File: config.mk
export PLATFORM = sky130hd
export DESIGN_NAME = student_fir_feeder
export DESIGN_NICKNAME = d
export VERILOG_FILES = /design/src/rtl/student_fir_feeder.sv
export SDC_FILE = /design/constraint.sdc
export NUM_CORES = 1
export LEC_CHECK = 0
export CAP_MARGIN = 20
export CORE_MARGIN = 5
export CORE_UTILIZATION = 55
export DETAILED_ROUTE_END_ITERATION = 8
export GPL_TIMING_DRIVEN = 0
export PLACE_DENSITY = 0.81
export SYNTH_ARGS = -nofsm -noshare
export SYNTH_HDL_FRONTEND = slang
export SYNTH_SLANG_ARGS = --single-unit
File: constraint.sdc
create_clock -name clk_i -period 6.75 [get_ports clk_i]
set_input_delay 1.0125 -clock clk_i [delete_from_list [all_inputs] [get_ports clk_i]]
set_output_delay 1.0125 -clock clk_i [all_outputs]
set_load 0.03 [all_outputs]
File: src/rtl/student_fir_feeder.sv
// Sample-side initiator for the student FIR: FIFO-buffered, period-paced issue with a timed completion wait.
// Define STUDENT_FIR_FEEDER_STATS_EN to add the issued/timeout event counters.
module student_fir_feeder #(
   parameter int DATA_SIZE         = 16,
   parameter int DATA_SIZE_FIR_OUT = 32,
   parameter int FIFO_DEPTH        = 8,
   parameter int STROBE_LEN        = 2,
   parameter int TIMEOUT_CYCLES    = 4096
) (
   input  logic                         clk_i,
   input  logic                         rst_ni,
   input  logic                         s_valid_i,
   output logic                         s_ready_o,
   input  logic [DATA_SIZE-1:0]         s_data_i,
   input  logic [15:0]                  period_i,
   output logic                         fir_valid_strobe_o,
   output logic [DATA_SIZE-1:0]         fir_sample_o,
   input  logic                         fir_valid_strobe_i,
   input  logic [DATA_SIZE_FIR_OUT-1:0] fir_y_i,
   input  logic [DATA_SIZE-1:0]         fir_shift_i,
   output logic                         m_valid_o,
   input  logic                         m_ready_i,
   output logic [DATA_SIZE_FIR_OUT-1:0] m_y_o,
   output logic [DATA_SIZE-1:0]         m_shift_o,
   output logic                         busy_o,
   output logic                         timeout_o
`ifdef STUDENT_FIR_FEEDER_STATS_EN
   ,
   output logic [15:0]                  issued_cnt_o,
   output logic [15:0]                  timeout_cnt_o
`endif
);

   localparam int AW = $clog2(FIFO_DEPTH);
   localparam int SW = (STROBE_LEN > 1) ? $clog2(STROBE_LEN) : 1;
   localparam int TW = $clog2(TIMEOUT_CYCLES + 1);
   localparam logic [SW-1:0] STR_LAST = SW'(STROBE_LEN - 1);
   localparam logic [TW-1:0] TO_LAST  = TW'(TIMEOUT_CYCLES - 1);

   typedef enum logic [1:0] {S_IDLE, S_STROBE, S_WAIT} t_state;

   t_state                 r_state;
   logic [DATA_SIZE-1:0]   r_mem [FIFO_DEPTH];
   logic [AW:0]            r_wr_ptr;
   logic [AW:0]            r_rd_ptr;
   logic                   r_fir_prev;
   logic [15:0]            r_gap;
   logic [SW-1:0]          r_str_cnt;
   logic [TW-1:0]          r_to_cnt;
   logic                   r_strobe;
   logic [DATA_SIZE-1:0]   r_sample;
   logic                   r_m_valid;
   logic [DATA_SIZE_FIR_OUT-1:0] r_m_y;
   logic [DATA_SIZE-1:0]   r_m_shift;
   logic                   r_timeout;
`ifdef STUDENT_FIR_FEEDER_STATS_EN
   logic [15:0]            r_issued_cnt;
   logic [15:0]            r_timeout_cnt;
`endif

   logic w_empty;
   logic w_full;
   logic w_push;
   logic w_rise;
   logic w_gap_ok;
   logic w_out_free;
   logic w_issue;

   assign w_empty    = (r_wr_ptr == r_rd_ptr);
   assign w_full     = (r_wr_ptr[AW] != r_rd_ptr[AW]) && (r_wr_ptr[AW-1:0] == r_rd_ptr[AW-1:0]);
   assign w_push     = s_valid_i && !w_full;
   assign w_rise     = fir_valid_strobe_i && !r_fir_prev;
   assign w_gap_ok   = ({1'b0, r_gap} + 17'd1) >= {1'b0, period_i};
   // A result being handed off this cycle frees the register in time for the next one.
   assign w_out_free = !r_m_valid || m_ready_i;
   assign w_issue    = (r_state == S_IDLE) && !w_empty && w_out_free && w_gap_ok;

   always_ff @(posedge clk_i) begin
      if (w_push) r_mem[r_wr_ptr[AW-1:0]] <= s_data_i;
   end

   always_ff @(posedge clk_i or negedge rst_ni) begin
      if (!rst_ni) begin
         r_state    <= S_IDLE;
         r_wr_ptr   <= '0;
         r_rd_ptr   <= '0;
         r_fir_prev <= 1'b0;
         r_gap      <= 16'hFFFF;
         r_str_cnt  <= '0;
         r_to_cnt   <= '0;
         r_strobe   <= 1'b0;
         r_sample   <= '0;
         r_m_valid  <= 1'b0;
         r_m_y      <= '0;
         r_m_shift  <= '0;
         r_timeout  <= 1'b0;
`ifdef STUDENT_FIR_FEEDER_STATS_EN
         r_issued_cnt  <= '0;
         r_timeout_cnt <= '0;
`endif
      end else begin
         r_fir_prev <= fir_valid_strobe_i;
         r_timeout  <= 1'b0;
         if (w_push) r_wr_ptr <= r_wr_ptr + 1'b1;
         if (r_m_valid && m_ready_i) r_m_valid <= 1'b0;
         if (w_issue) r_gap <= '0;
         else if (r_gap != 16'hFFFF) r_gap <= r_gap + 16'd1;

         case (r_state)
            S_IDLE: begin
               if (w_issue) begin
                  r_rd_ptr  <= r_rd_ptr + 1'b1;
                  r_sample  <= r_mem[r_rd_ptr[AW-1:0]];
                  r_strobe  <= 1'b1;
                  r_str_cnt <= '0;
                  r_to_cnt  <= '0;
                  r_state   <= S_STROBE;
`ifdef STUDENT_FIR_FEEDER_STATS_EN
                  if (r_issued_cnt != 16'hFFFF) r_issued_cnt <= r_issued_cnt + 16'd1;
`endif
               end
            end
            S_STROBE, S_WAIT: begin
               // Completion wins over both the timeout and the end of the strobe window.
               if (w_rise) begin
                  r_m_y     <= fir_y_i;
                  r_m_shift <= fir_shift_i;
                  r_m_valid <= 1'b1;
                  r_strobe  <= 1'b0;
                  r_state   <= S_IDLE;
               end else if (r_to_cnt == TO_LAST) begin
                  r_timeout <= 1'b1;
                  r_strobe  <= 1'b0;
                  r_state   <= S_IDLE;
`ifdef STUDENT_FIR_FEEDER_STATS_EN
                  if (r_timeout_cnt != 16'hFFFF) r_timeout_cnt <= r_timeout_cnt + 16'd1;
`endif
               end else begin
                  r_to_cnt <= r_to_cnt + 1'b1;
                  if (r_state == S_STROBE) begin
                     if (r_str_cnt == STR_LAST) begin
                        r_strobe <= 1'b0;
                        r_state  <= S_WAIT;
                     end else begin
                        r_str_cnt <= r_str_cnt + 1'b1;
                     end
                  end
               end
            end
            default: r_state <= S_IDLE;
         endcase
      end
   end

   assign s_ready_o          = !w_full;
   assign fir_valid_strobe_o = r_strobe;
   assign fir_sample_o       = r_sample;
   assign m_valid_o          = r_m_valid;
   assign m_y_o              = r_m_y;
   assign m_shift_o          = r_m_shift;
   assign busy_o             = (r_state != S_IDLE);
   assign timeout_o          = r_timeout;
`ifdef STUDENT_FIR_FEEDER_STATS_EN
   assign issued_cnt_o       = r_issued_cnt;
   assign timeout_cnt_o      = r_timeout_cnt;
`endif

endmodule

# Yosys cells after proc, flatten, opt, wreduce, memory -nomap -nowiden
# Memories as Yosys holds them, arrays and structs flattened. A register that Yosys moved wholly into a read port is not among the register bits.
# Index checks and enable logic that the tools add are counted.
[op_classes]
addsub = 6
n_lt_le_gt_ge = 1
n_eq_ne = 13
muxes = 32
reduce_logical = 24
[ops]
columns = ["cell", "n"]
rows = [
  ["$mux W13", 3],
  ["$mux W16", 2],
  ["$pmux W13 S2", 1],
  ["$mux W1", 18],
  ["$add A16 B1 Y17 const B", 1],
  ["$ge A17 B16 Y1", 1],
  ["$add A16 B1 Y16 const B", 1],
  ["$ne A16 B16 Y1 const B", 1],
  ["$add A13 B1 Y13 const B", 1],
  ["$eq A13 B12 Y1 const B", 1],
  ["$mux W2", 5],
  ["$add A4 B1 Y4 const B", 2],
  ["$ne A2 B2 Y1 const B", 4],
  ["$ne A4 B4 Y1 const B", 2],
  ["$reduce_and A4 Y1", 2],
  ["$logic_and A1 B1 Y1", 7],
  ["$reduce_bool A2 Y1", 3],
  ["$logic_not A1 Y1", 5],
  ["$reduce_and A5 Y1", 1],
  ["$eq A4 B4 Y1", 1],
  ["$pmux W1 S2", 2],
  ["$pmux W2 S2", 1],
  ["$reduce_and A2 Y1", 2],
  ["$eq A3 B3 Y1", 1],
  ["other kinds (8)", 8],
]
[word_totals]
register_bits = 92
ram_bits = 128
in_bits = 85
output_inout_bits = 69
elab_cells = 89
n_memories = 1
[memory_table]
columns = ["name", "words", "word_bits", "read_ports", "rd_ports_with_merged_regs", "wr", "line", "text"]
rows = [
  ["r_mem", 8, 16, 1, 1, 1, "43", "logic [DATA_SIZE-1:0] r_mem [FIFO_DEPTH];"],
]

# Depth between registers and ports, before layout
# Gate-level depths: netlist (run 1).
[logic_depth]
ltp_word = 7
ltp_mapped = 16
mapped_depth_nobuf = 15

# Least setup slack after synthesis (run 1)
# No wires, ideal clock.
[synth_timing]
path_kind = "register -> register"
startpoint = "reg r_gap[2]"
endpoint = "reg r_state[0]"
setup_time_ns = 0.133
arrival_ns = 3.099
t_required_ns = 6.617
path_slack_ns = 3.518
stages_incl_launch_ff = 14
path_buffers = 2
synth_period_minus_slack_ns = 3.232
cell_sequence = "dfstp_2 and4_1 and4_1 buf_2 nand2_1 xnor2_1 ha_1 a21o_1 a21o_1 a31oi_1 nand3_1 o21ai_2 buf_2 o21ai_0"
[synth_between]
elab_chain_len = 5
[synth_rtl]
columns = ["item", "line", "text"]
rows = [
  ["start: declaration", "47", "logic [15:0] r_gap;"],
  ["start signal: assignment", "107", "else if (r_gap != 16'hFFFF) r_gap <= r_gap + 16'd1;"],
  ["$add A16 B1 Y17", "73", "assign w_gap_ok = ({1'b0, r_gap} + 17'd1) >= {1'b0, period_i};"],
  ["$ge A17 B16 Y1", "73", ""],
  ["$logic_and A1 B1 Y1", "76", "assign w_issue = (r_state == S_IDLE) && !w_empty && w_out_free && w_gap_ok;"],
  ["$ne A2 B2 Y1 (no source line)", "-", ""],
  ["$reduce_and A3 Y1 (no source line)", "-", ""],
  ["end signal: assignment", "84", "r_state <= S_IDLE;"],
  ["end signal: assignment", "117", "r_state <= S_STROBE;"],
  ["end signal: assignment", "130", "r_state <= S_IDLE;"],
  ["end: declaration", "42", "t_state r_state;"],
]
# Every way passes these cells.
# A chain may end at the register's enable or synchronous reset.

# Worst setup path after layout (run 1)
[layout_timing]
startpoint = "reg r_gap[0]"
endpoint = "reg r_sample[2] (netlist: fir_sample_o[2]) (read register of r_mem)"
[layout_between]
elab_chain_len = 4
[layout_rtl]
columns = ["item", "line", "text"]
rows = [
  ["$add A16 B1 Y17", "73", ""],
  ["$ge A17 B16 Y1", "73", ""],
  ["$logic_and A1 B1 Y1", "76", ""],
  ["$reduce_and A2 Y1 (no source line)", "-", ""],
  ["end: declaration", "51", "logic [DATA_SIZE-1:0] r_sample;"],
]
# Every way passes these cells.

==> results of run 1 <==
-- worst register-to-register path: stages, from the launching register on --
cell and delay, ns:
sky130_fd_sc_hd__dfstp_2 0.60, sky130_fd_sc_hd__ha_1 0.27, sky130_fd_sc_hd__and4_1 0.34, sky130_fd_sc_hd__buf_2 0.28, sky130_fd_sc_hd__nand2_1 0.10, sky130_fd_sc_hd__xnor2_1 0.23
sky130_fd_sc_hd__ha_1 0.31, sky130_fd_sc_hd__a21o_1 0.17, sky130_fd_sc_hd__a21o_1 0.18, sky130_fd_sc_hd__a31oi_1 0.31, sky130_fd_sc_hd__nand3_1 0.17, sky130_fd_sc_hd__o21ai_2 0.52
sky130_fd_sc_hd__buf_2 0.38, sky130_fd_sc_hd__nand2_1 0.08, sky130_fd_sc_hd__o21ai_1 0.15
-- report_power, final --
part           leakage, nW  total (mW)  internal (mW)  switching, mW
combinational         2.12        2.30           1.02           1.28
sequential            2.47        2.16           1.95          0.208
clock                0.420        1.42          0.882          0.535
total                 5.01        5.88           3.86           2.02
-- worst max path at each step --
| stage | startpoint | end | cells after the start |
|---|---|---|---|
| floorplan | r_gap[2] | r_state[0] | 13 |
| global placement | rst_ni | m_y_o[9] | 1 |
| detailed placement | r_gap[0] | r_state[0] | 13 |
| CTS | r_gap[0] | fir_sample_o[2] | 14 |
| global route | r_gap[0] | fir_sample_o[2] | 14 |
| finish | r_gap[0] | fir_sample_o[2] | 14 |
-- kinds of logic (layout without fill, tap and decap cells) --
group | after synthesis | count (layout) | share of synthesized area, %
compound gates | 80 | 80 | 4.95
xor+xnor | 25 | 25 | 2.19
fa+ha+maj | 23 | 23 | 2.88
buf+inv | 55 | 262 | 2.47
flops | 236 | 236 | 65.8
mux | 99 | 99 | 14.6
simple gates | 136 | 136 | 7.09
-- layout by cell type, fill, tap and decap left out, types with 5 or more instances in the layout --
cell type / netlist / final
sky130_fd_sc_hd__and3_1: 5 / 5
sky130_fd_sc_hd__o21ai_1: 24 / 24
sky130_fd_sc_hd__dfrtp_1: 92 / 92
sky130_fd_sc_hd__bufinv_16: 0 / 5
sky130_fd_sc_hd__clkbuf_1: 4 / 9
sky130_fd_sc_hd__mux2_2: 50 / 50
sky130_fd_sc_hd__o21a_1: 5 / 5
sky130_fd_sc_hd__nor2_1: 32 / 26
sky130_fd_sc_hd__nand2b_1: 7 / 7
sky130_fd_sc_hd__xnor2_1: 13 / 13
sky130_fd_sc_hd__o21ai_0: 7 / 7
sky130_fd_sc_hd__ha_1: 23 / 23
sky130_fd_sc_hd__buf_2: 11 / 11
sky130_fd_sc_hd__nand4_1: 7 / 7
sky130_fd_sc_hd__clkdlybuf4s50_1: 0 / 152
sky130_fd_sc_hd__mux4_2: 32 / 32
sky130_fd_sc_hd__mux2i_1: 16 / 16
sky130_fd_sc_hd__dfstp_2: 16 / 16
sky130_fd_sc_hd__nand2_1: 46 / 46
sky130_fd_sc_hd__buf_6: 2 / 5
sky130_fd_sc_hd__a21oi_1: 24 / 24
sky130_fd_sc_hd__clkbuf_16: 0 / 25
sky130_fd_sc_hd__inv_1: 28 / 28
sky130_fd_sc_hd__nand3_1: 12 / 12
sky130_fd_sc_hd__buf_1: 7 / 7
sky130_fd_sc_hd__edfxtp_1: 128 / 128
sky130_fd_sc_hd__clkinv_2: 0 / 6
sky130_fd_sc_hd__xor2_1: 12 / 12
sky130_fd_sc_hd__o31ai_1: 6 / 6
sky130_fd_sc_hd__nor3_1: 7 / 5
sky130_fd_sc_hd__nor2_2: 0 / 6
-- flip-flops by register name, summed over array words and instances, names as in the netlist --
register            cells
r_wr_ptr                4
m_valid_o               1
r_fir_prev              1
r_str_cnt               1
r_rd_ptr                4
m_y_o                  32
r_state                 2
timeout_o               1
fir_sample_o           16
fir_valid_strobe_o      1
r_to_cnt               13
r_gap                  16
r_mem                 128
m_shift_o              16
-- routing by layer --
metal / GRT usage [%] / up-vias
met5: 0 / -
met4: 6.43 / 0
met3: 3.55 / 40
met2: 39.3 / 215
met1: 28.6 / 3149
li1: - / 2817
-- area by class of cell --
| type | count | area [µm²] |
|---|---|---|
| flip-flops and latches | 236 | 6570 |
| repair buffers | 163 | 1710 |
| fillers | 1158 | 5050 |
| multi-input cells | 363 | 3190 |
| clock buffers | 31 | 658 |
| inverters | 28 | 105 |
| plain buffers | 27 | 141 |
| well taps | 229 | 287 |
| clock inverters | 13 | 196 |
-- cells in the mapped netlist (all sizes together) --
cell / count / area share (%)
nand2b: 7 / 0.44
buf: 23 / 1.3
nand4: 8 / 0.65
o31ai: 7 / 0.58
mux2: 51 / 5.8
or4: 1 / 0.075
mux2i: 16 / 1.6
dfstp: 16 / 4.2
and4b: 1 / 0.10
o22a: 1 / 0.088
clkbuf: 4 / 0.15
o21a: 5 / 0.38
o41ai: 1 / 0.088
inv: 28 / 1.1
and4: 3 / 0.29
a21o: 3 / 0.23
nand3b: 1 / 0.075
nand4b: 2 / 0.24
nand3: 13 / 0.78
edfxtp: 128 / 39
nand2: 47 / 1.8
o32a: 1 / 0.10
a211oi: 1 / 0.075
a2bb2oi: 1 / 0.088
a21oi: 24 / 1.2
a32o: 1 / 0.10
nor2b: 2 / 0.13
and2: 1 / 0.063
nor2: 32 / 1.2
o21ai: 32 / 1.6
and3: 7 / 0.54
xor2: 12 / 1.1
ha: 23 / 2.9
mux4: 32 / 7.2
or2b: 1 / 0.075
or2: 2 / 0.13
nor3: 8 / 0.51
a31oi: 2 / 0.13
xnor2: 13 / 1.1
a221oi: 1 / 0.26
dfrtp: 92 / 23
-- metrics by stage --
| stage | utilization [%] | cells | setup slack (ns) | hold WS, ns | power [mW] |
|---|---|---|---|---|---|
| finish | 71.8 | 1090 | 2.56 | 0.484 | 5.88 |
| global route | 71.8 | 1090 | 2.28 | 0.504 | 6.17 |
| CTS | 71.8 | 1090 | 2.58 | 0.491 | 5.93 |
| detailed placement | 67.0 | 1046 | 2.68 | 0.478 | 4.48 |
| global placement | 65.9 | 1036 | 0.613 | 0.469 | 4.33 |
| floorplan | - | 654 | 3.52 | 0.448 | 3.59 |
==> flow_summary.yaml, run 1 <==
power_and_ir_drop:
  cellLeakagePower_nw: 5.01
  p_per_area_nw_per_um2: 458
  worst_ir_drop_vdd_mv: 0.373
synthesis:
  synth.lib_cells_used.distinct: 55
  postSynthNetCount: 762
  ys_ff_latch: 236
  synth.yosys.warnings: 0
  post_synth.cell_area_avg_um2: 15.3
  syn-instance-count: 654
  synth_sequential_area_ratio_pct: 65.8
  synthesis.area_um2: 9980
routing:
  route.detailed.wl_per_inst_um: 21.0
  drt_first_iter_violations: 420
  met3RoutedLength_um: 1420
  drc: 0
  wl_um: 22900
  vias_per_cell: 5.71
  drt_pass1_iterations: 5
  highest-signal-layer: "met4"
  met2_wirelength_um: 11900
  num_vias: 6221
  final_antenna_net_count: 0
  detail_route.wirelength.met1_um: 8920
placement:
  placedInstanceArea_um2: 12000
  hpwlAfterDp_um: 15400
  port-buffer-count: 153
  place.gp.congestion: 0.804
sta:
  final.min_clock_period_ns: 4.19
  grt_setup_unrepaired: "no"
  tightest_slew_ns: 0.890
  timing.final.hold_violations: 0
  clock_skew_ns: 0.0122
  achievable-frequency_ghz: 0.239
  timing_max_transition_violations_final: 0
  period_share_pct: 62.0
  totalNegativeSetupSlack_ns: 0
  report.final.setup_viol: 0
  timing.slew.headroom_pct: 40.4
global_route:
  number_of_antenna_violations_at_the_first_check_in_global_routing: 0
  pin_count_of_the_biggest_net_entering_global_routing: 58
  overflow: 0
  grt.total_usage_pct: 22.2
  first_global_vias: 6536
  grt_pass1_wl_um: 35600
floorplanning:
  boundaryPins: 154
  die_width_um: 145
  floorplan.core_area_um2: 17900
  floorplan.die_area_um2: 20900
  number_of_rows_in_the_core_area: 49
  chipHeight_um: 145
  floorplan.initialDensity_pct: 55.7
layout:
  final_net_count: 952
  flow.area_growth_from_synthesis_pct: 28.8
  post-route-cell-area_um2: 12800
  n_antenna_cell: 0
  drive_gt1_share_pct: 21.5
min_path:
  min_path_type: "reg -> reg"
  timing.hold.worst_path_depth: 2
  worstHoldEndpoint: "fir_sample_o[3]"
  hp-start: "fir_sample_o[3]"
clock_tree:
  clock_path_buffers: 3
  cts.htree.levels: 1
  cts_hold_buf: 0
  clkSlewWorstSetupHoldPaths_ns: 0.06
  numCtsBuffers: 25
  postCtsSetupBuffers: 0
  cts_resized: 0
  tritoncts_num_sinks: 236
  tritoncts: "yes"
  clock_insertion_delay_worst_skew_ns: 0.51
  cts-root-buf: "sky130_fd_sc_hd__clkbuf_16"
critical_path:
  worst_path_dominant_cell_family: "compound AO/OA/AOI/OAI gates"
  worstSetupEndpointType: "register"
  worstPathRequired_ns: 7.16
  cp.arrival_ns: 4.60
  cp_slowest_cell: "sky130_fd_sc_hd__dfstp_2"
  critical_path_cell_list: "ha_1 -> and4_1 -> buf_2 -> nand2_1 -> xnor2_1 -> ha_1 -> a21o_1 -> a21o_1 -> a31oi_1 -> nand3_1 -> o21ai_2 -> buf_2 -> nand2_1 -> o21ai_1"
  worst_case_reg_to_reg_path_depth: 14
  timing.rr.end: "fir_sample_o[2]"
  crit_buf_inv: 2
  crit_path_kind: "reg -> reg"
  crit_path_largest_cell_delay_ns: 0.60
  path_max_fanout: 10
  setup.worst_path.start_class: "register"
  timing.reg2reg.setup_slack_ns: 2.56
  regToRegStartpoint: "r_gap[0]"
flow_run:
  maxCapViolCount: 0
outcome:
  status: "complete, no violations"
(Power assumes the default switching activity.)
==> run 2: changes to the inputs <==
CORE_UTILIZATION = 54   (was 55)
PLACE_DENSITY = 0.8   (was 0.81)
clock period = 4 ns   (was 6.75 ns; I/O delays follow)
==> run 2 against run 1 <==
Global-route usage shrank 0.22 points. Critical path type unchanged. Via count grew 1.0%. Non-clock buffer count grew 3. Largest cell class unchanged.
==> flow_summary.yaml, run 2 (synthesis results as in run 1) <==
outcome:
  status: "complete, no violations"
clock_tree:
  numCtsBuffers: 25
  clock_insertion_delay_worst_skew_ns: 0.53
  clock_path_buffers: 3
  clkSlewWorstSetupHoldPaths_ns: 0.07
  cts-root-buf: "sky130_fd_sc_hd__clkbuf_16"
  tritoncts: "yes"
  cts_hold_buf: 0
  cts.htree.levels: 1
  tritoncts_num_sinks: 236
global_route:
  grt_pass1_wl_um: 37000
  use_met1_pct: 27.4
  pin_count_of_the_biggest_net_entering_global_routing: 65
  grt.total_usage_pct: 22.0
  groute.layer.met3.usage_pct: 4.36
  number_of_antenna_violations_at_the_first_check_in_global_routing: 0
  overflow: 0
  grt_busiest_layer: "met2"
  grt_use_met2_pct: 38.8
  first_global_vias: 6678
sta:
  tightest_slew_ns: 0.893
  totalNegativeSetupSlack_ns: 0
  achievable-frequency_ghz: 0.268
  final.setup.worst_slack_ns: 0.262
  grt_setup_unrepaired: "no"
  timing.slew.headroom_pct: 40.2
  report.final.setup_viol: 0
  timing_max_transition_violations_final: 0
  timing.final.hold_violations: 0
  timing.hold.ws_ns: 0.115
  final.min_clock_period_ns: 3.74
  period_share_pct: 93.4
  clock_skew_ns: 0.0214
floorplanning:
  floorplan.die_area_um2: 21300
  boundaryPins: 154
  chipHeight_um: 146
  floorplan.initialDensity_pct: 55.2
  die_width_um: 146
  number_of_rows_in_the_core_area: 49
  floorplan.core_area_um2: 18100
critical_path:
  worstPathRequired_ns: 4.45
  regToRegStartpoint: "r_gap[0]"
  critical_path_cell_list: "ha_1 -> and4_2 -> buf_2 -> nand2_1 -> xnor2_1 -> ha_1 -> a21o_1 -> a21o_1 -> a31oi_2 -> nand3_1 -> o21ai_4 -> clkbuf_4 -> nand2_1 -> o21ai_1"
  crit_path_largest_cell_delay_ns: 0.59
  worstSetupEndpointType: "register"
  setup.worst_path.start_class: "register"
  crit_path_kind: "reg -> reg"
  worst_case_reg_to_reg_path_depth: 14
  cp.arrival_ns: 4.19
  cp_slowest_cell: "sky130_fd_sc_hd__dfstp_2"
  path_max_fanout: 10
  timing.rr.end: "fir_sample_o[8]"
  timing.reg2reg.setup_slack_ns: 0.26
power_and_ir_drop:
  worst_ir_drop_vdd_mv: 0.602
  p_per_area_nw_per_um2: 778
  final_total_power_mw: 10.1
  cellLeakagePower_nw: 5.05
placement:
  hpwlAfterDp_um: 15900
  placed_insts: 1046
  port-buffer-count: 153
  place.gp.congestion: 0.835
  worst_setup_slack_after_placement_ns: -0.108
  placedInstanceArea_um2: 12000
layout:
  flow.area_growth_from_synthesis_pct: 29.5
  top_library_cells_by_usage_in_the_layout_fill_and_taps_aside: "sky130_fd_sc_hd__clkdlybuf4s50_1 (152), sky130_fd_sc_hd__edfxtp_1 (128), sky130_fd_sc_hd__dfrtp_1 (92)"
  drive_gt1_share_pct: 21.9
  finish.cell_count_without_fillers: 1095
  n_antenna_cell: 0
  final_net_count: 955
  post-route-cell-area_um2: 12900
  final_common_cell: "sky130_fd_sc_hd__clkdlybuf4s50_1"
  finalCoreUtilization_pct: 71.4
  largest_register_ffs: 128
routing:
  final_antenna_net_count: 0
  drt_pass1_iterations: 4
  route.detailed.wl_per_inst_um: 21.5
  drt_first_iter_violations: 448
  wl_um: 23600
  drc: 0
  num_vias: 6285
  vias_per_cell: 5.74
min_path:
  min_path_type: "in -> async"
flow_run:
  maxCapViolCount: 0
## run 2: cell count changes in the layout (fill, tap and decap cells not counted), sizes merged
cell,before,now
clkbuf,35,39
inv,29,30
clkinvlp,1,0
buf,34,35
## run 2: worst max-delay path: cells and delay by family (launching register included)
family / cells / cell delay (ns)
compound gates: 5 / 0.99
simple gates: 4 / 0.71
buf+inv: 2 / 0.60
flops: 1 / 0.59
fa+ha+maj: 2 / 0.57
xor+xnor: 1 / 0.22
## run 2: repair_timing
item                                    4_1_cts  5_1_grt
pin swaps                                     1        1
setup buffers                                 2        1
gates resized for setup                       1        6
endpoints found under the setup margin       19       30
## run 2: where the power goes
group | switching, mW | internal, mW
Sequential | 0.349 | 3.30
Clock | 0.940 | 1.52
Combinational | 2.19 | 1.75
Total | 3.48 | 6.57
## run 2: area by class of cell
type | instances | area [µm²]
Multi-Input combinational cell | 363 | 3200
Tap cell | 229 | 287
Sequential cell | 236 | 6570
Inverter | 28 | 105
Timing Repair Buffer | 166 | 1730
Clock buffer | 33 | 676
Fill cell | 1177 | 5160
Clock inverter | 13 | 208
Buffer | 27 | 149
## run 2: layer usage
layer	vias up	wire, µm
li1	2819	-
met1	3188	9140
met2	229	12400
met3	49	1390
met4	0	680
met5	-	0
## run 2: worst max-delay path by stage
| stage | from | to | cells after the start |
|---|---|---|---|
| 2_1_floorplan | r_gap[2] | r_state[0] | 13 |
| 3_3_place_gp | rst_ni | m_shift_o[14] | 1 |
| 3_5_place_dp | r_gap[0] | fir_sample_o[8] | 13 |
| 4_1_cts | r_gap[0] | r_state[0] | 13 |
| 5_1_grt | r_gap[0] | fir_sample_o[10] | 14 |
| 6_report | r_gap[0] | fir_sample_o[8] | 14 |
==> run 3: changes to the inputs <==
CORE_ASPECT_RATIO = 0.8   (was unset)
CORE_UTILIZATION = 49   (was 54)
PLACE_DENSITY = unset   (was 0.8)
PLACE_DENSITY_LB_ADDON = 0.05   (was unset)
clock period = 3.1 ns   (was 4 ns; I/O delays follow)
==> run 3 against run 2 <==
The run now ends with negative setup slack left. Combinational power rose by 44%. Sequential power rose by 29%. Die area rose by 9.6%. Maximum frequency rose by 18%. Power rose by 32%. Sequential share of layout area fell by 2.3 points. Design area rose by 4.7%. Core utilization fell by 3.5 points. Critical endpoint is now fir_valid_strobe_o. Largest cell class unchanged.
==> flow_summary.yaml, run 3 (synthesis results as in run 1) <==
placement:
  port-buffer-count: 153
  place.gp.congestion: 0.793
  placedInstanceArea_um2: 12100
  placed_insts: 1080
  hpwlAfterDp_um: 15400
critical_path:
  worstSetupEndpointType: "register"
  setup.worst_path.start_class: "register"
  path_max_fanout: 7
  crit_path_kind: "reg -> reg"
  worst_case_reg_to_reg_path_depth: 17
  timing.rr.end: "fir_valid_strobe_o"
  crit_start: "r_gap[4]"
  regToRegStartpoint: "r_gap[4]"
  timing.reg2reg.setup_slack_ns: -0.08
  cp.arrival_ns: 3.58
  worstPathRequired_ns: 3.50
layout:
  final_common_cell: "sky130_fd_sc_hd__clkdlybuf4s50_1"
  finish.cell_count_without_fillers: 1149
  top_library_cells_by_usage_in_the_layout_fill_and_taps_aside: "sky130_fd_sc_hd__clkdlybuf4s50_1 (152), sky130_fd_sc_hd__edfxtp_1 (128), sky130_fd_sc_hd__dfrtp_1 (92)"
  drive_gt1_share_pct: 30.4
  flow.area_growth_from_synthesis_pct: 35.7
  largest_register_ffs: 128
  n_antenna_cell: 0
  ff_latch_area_um2: 6570
  multi_input_comb_area_um2: 3580
  post-route-cell-area_um2: 13500
  final_net_count: 974
  finalCoreUtilization_pct: 68.0
  n_fill_cell: 1440
floorplanning:
  floorplan.die_area_um2: 23300
  boundaryPins: 154
  number_of_rows_in_the_core_area: 46
  chipHeight_um: 138
  die_width_um: 170
  floorplan.core_area_um2: 19900
  floorplan.initialDensity_pct: 50.1
sta:
  period_share_pct: 102
  tightest_slew_ns: 0.845
  final.setup.worst_slack_ns: -0.0770
  clock_skew_ns: 0.00936
  timing.final.hold_violations: 0
  grt_setup_unrepaired: "yes"
  report.final.setup_viol: 27
  timing.slew.headroom_pct: 43.7
  timing.hold.ws_ns: 0.401
  timing_max_transition_violations_final: 0
  achievable-frequency_ghz: 0.315
  final.min_clock_period_ns: 3.18
global_route:
  number_of_antenna_violations_at_the_first_check_in_global_routing: 0
  overflow: 0
  grt.total_usage_pct: 19.5
  grt_pass1_wl_um: 35600
  first_global_vias: 6602
  pin_count_of_the_biggest_net_entering_global_routing: 67
power_and_ir_drop:
  cellLeakagePower_nw: 5.20
  power.share.sequential_pct: 35.6
  sw_frac_of_total_pct: 35.5
  internal-power_mw: 8.54
  final_total_power_mw: 13.2
  combinational_share_of_power_pct: 42.9
  worst_ir_drop_vdd_mv: 0.551
  p_per_area_nw_per_um2: 978
  total_net_switching_power_mw: 4.70
  share_clk_of_total_power_pct: 21.6
clock_tree:
  clock_insertion_delay_worst_skew_ns: 0.53
  tritoncts_num_sinks: 236
  numCtsBuffers: 25
  clock_path_buffers: 3
  clkSlewWorstSetupHoldPaths_ns: 0.06
  cts-root-buf: "sky130_fd_sc_hd__clkbuf_16"
  cts.htree.levels: 1
  tritoncts: "yes"
routing:
  drt_pass1_iterations: 4
  wl_um: 23300
  drc: 0
  final_antenna_net_count: 0
  vias_per_cell: 5.45
  route.detailed.wl_per_inst_um: 20.3
  num_vias: 6267
  drt_first_iter_violations: 384
outcome:
  violations: "negative setup slack"
  status: "finished, violations left"
min_path:
  timing.hold.worst_path_depth: 1
  worstHoldEndpoint: "r_fir_prev"
  hp-start: "fir_valid_strobe_i"
  min_path_type: "in -> reg"
flow_run:
  maxCapViolCount: 0
-- run 3: cell count changes in the layout (fill, tap and decap cells not counted), sizes merged --
cell	previous run	this run
clkinv	6	8
clkbuf	39	40
clkinvlp	0	2
bufinv	5	1
buf	35	52
dlygate4sd3	0	1
-- run 3: timing repair --
item                                    CTS  global route
setup buffers                            15             4
gates resized for setup                  42            65
endpoints found under the setup margin   53            53
hold endpoints to repair                 26             0
pin swaps                                22            33
gates cloned                              0             3
hold buffers                              1             0
-- run 3: stage by stage --
step	setup TNS [ns]	setup slack (ns)
6_report	-0.681	-0.0770
4_1_cts	-0.106	-0.0496
2_1_floorplan	0	0.000306
5_1_grt	-9.96	-0.317
3_3_place_gp	-352.85	-2.84
3_5_place_dp	-20.97	-0.602
-- run 3: layout make-up --
| type | count | area share, % |
|---|---|---|
| clock inverter | 13 | 0.795 |
| timing repair buffer | 185 | 14.3 |
| multi-input combinational | 363 | 26.5 |
| inverter | 28 | 0.777 |
| sequential | 236 | 48.5 |
| buffer | 27 | 1.59 |
| clock buffer | 33 | 5.07 |
| tap | 264 | 2.44 |
-- run 3: power by group through the flow --
| stage | clock [mW] | sequential, mW | combinational [mW] |
|---|---|---|---|
| detailed placement | 0 | 4.74 | 5.05 |
| global placement | 0 | 4.70 | 4.83 |
| finish | 2.85 | 4.71 | 5.67 |
| CTS | 2.92 | 4.68 | 5.35 |
| global route | 3.07 | 4.80 | 6.08 |
| floorplan | 0 | 5.50 | 2.36 |
-- run 3: worst max-delay path by stage --
stage / endpoint / slack [ns] / cells after the start
after global routing: r_to_cnt[5] / -0.32 / 14
after global placement: m_shift_o[5] / -2.84 / 1
after CTS: r_to_cnt[0] / -0.05 / 14
final: fir_valid_strobe_o / -0.08 / 17
after detailed placement: fir_sample_o[13] / -0.60 / 16
after floorplan: r_to_cnt[0] / 0.0003 / 15
-- run 3: per-layer routing --
layer  global-route usage (%)  part of all wire (%)  routed length (µm)
met5                        0                     0                   0
met4                     4.83                   1.8                 431
met3                     3.24                   5.1                1180
met2                     34.6                    52               12200
met1                     25.3                    41                9540
-- run 3: critical path: stages, from the launching register on --
cell and delay [ns]:
sky130_fd_sc_hd__dfstp_2 0.56, sky130_fd_sc_hd__and4_4 0.23, sky130_fd_sc_hd__nand4_1 0.13, sky130_fd_sc_hd__nor2b_2 0.22, sky130_fd_sc_hd__nand2_2 0.12, sky130_fd_sc_hd__nor2_4 0.11, sky130_fd_sc_hd__xnor2_2 0.14, sky130_fd_sc_hd__inv_2 0.07
sky130_fd_sc_hd__ha_4 0.15, sky130_fd_sc_hd__a21o_1 0.15, sky130_fd_sc_hd__a21o_1 0.20, sky130_fd_sc_hd__a31oi_4 0.20, sky130_fd_sc_hd__nand3_2 0.13, sky130_fd_sc_hd__o21ai_4 0.19, sky130_fd_sc_hd__buf_12 0.17, sky130_fd_sc_hd__buf_6 0.10
sky130_fd_sc_hd__nor2_2 0.03, sky130_fd_sc_hd__a2bb2oi_2 0.14
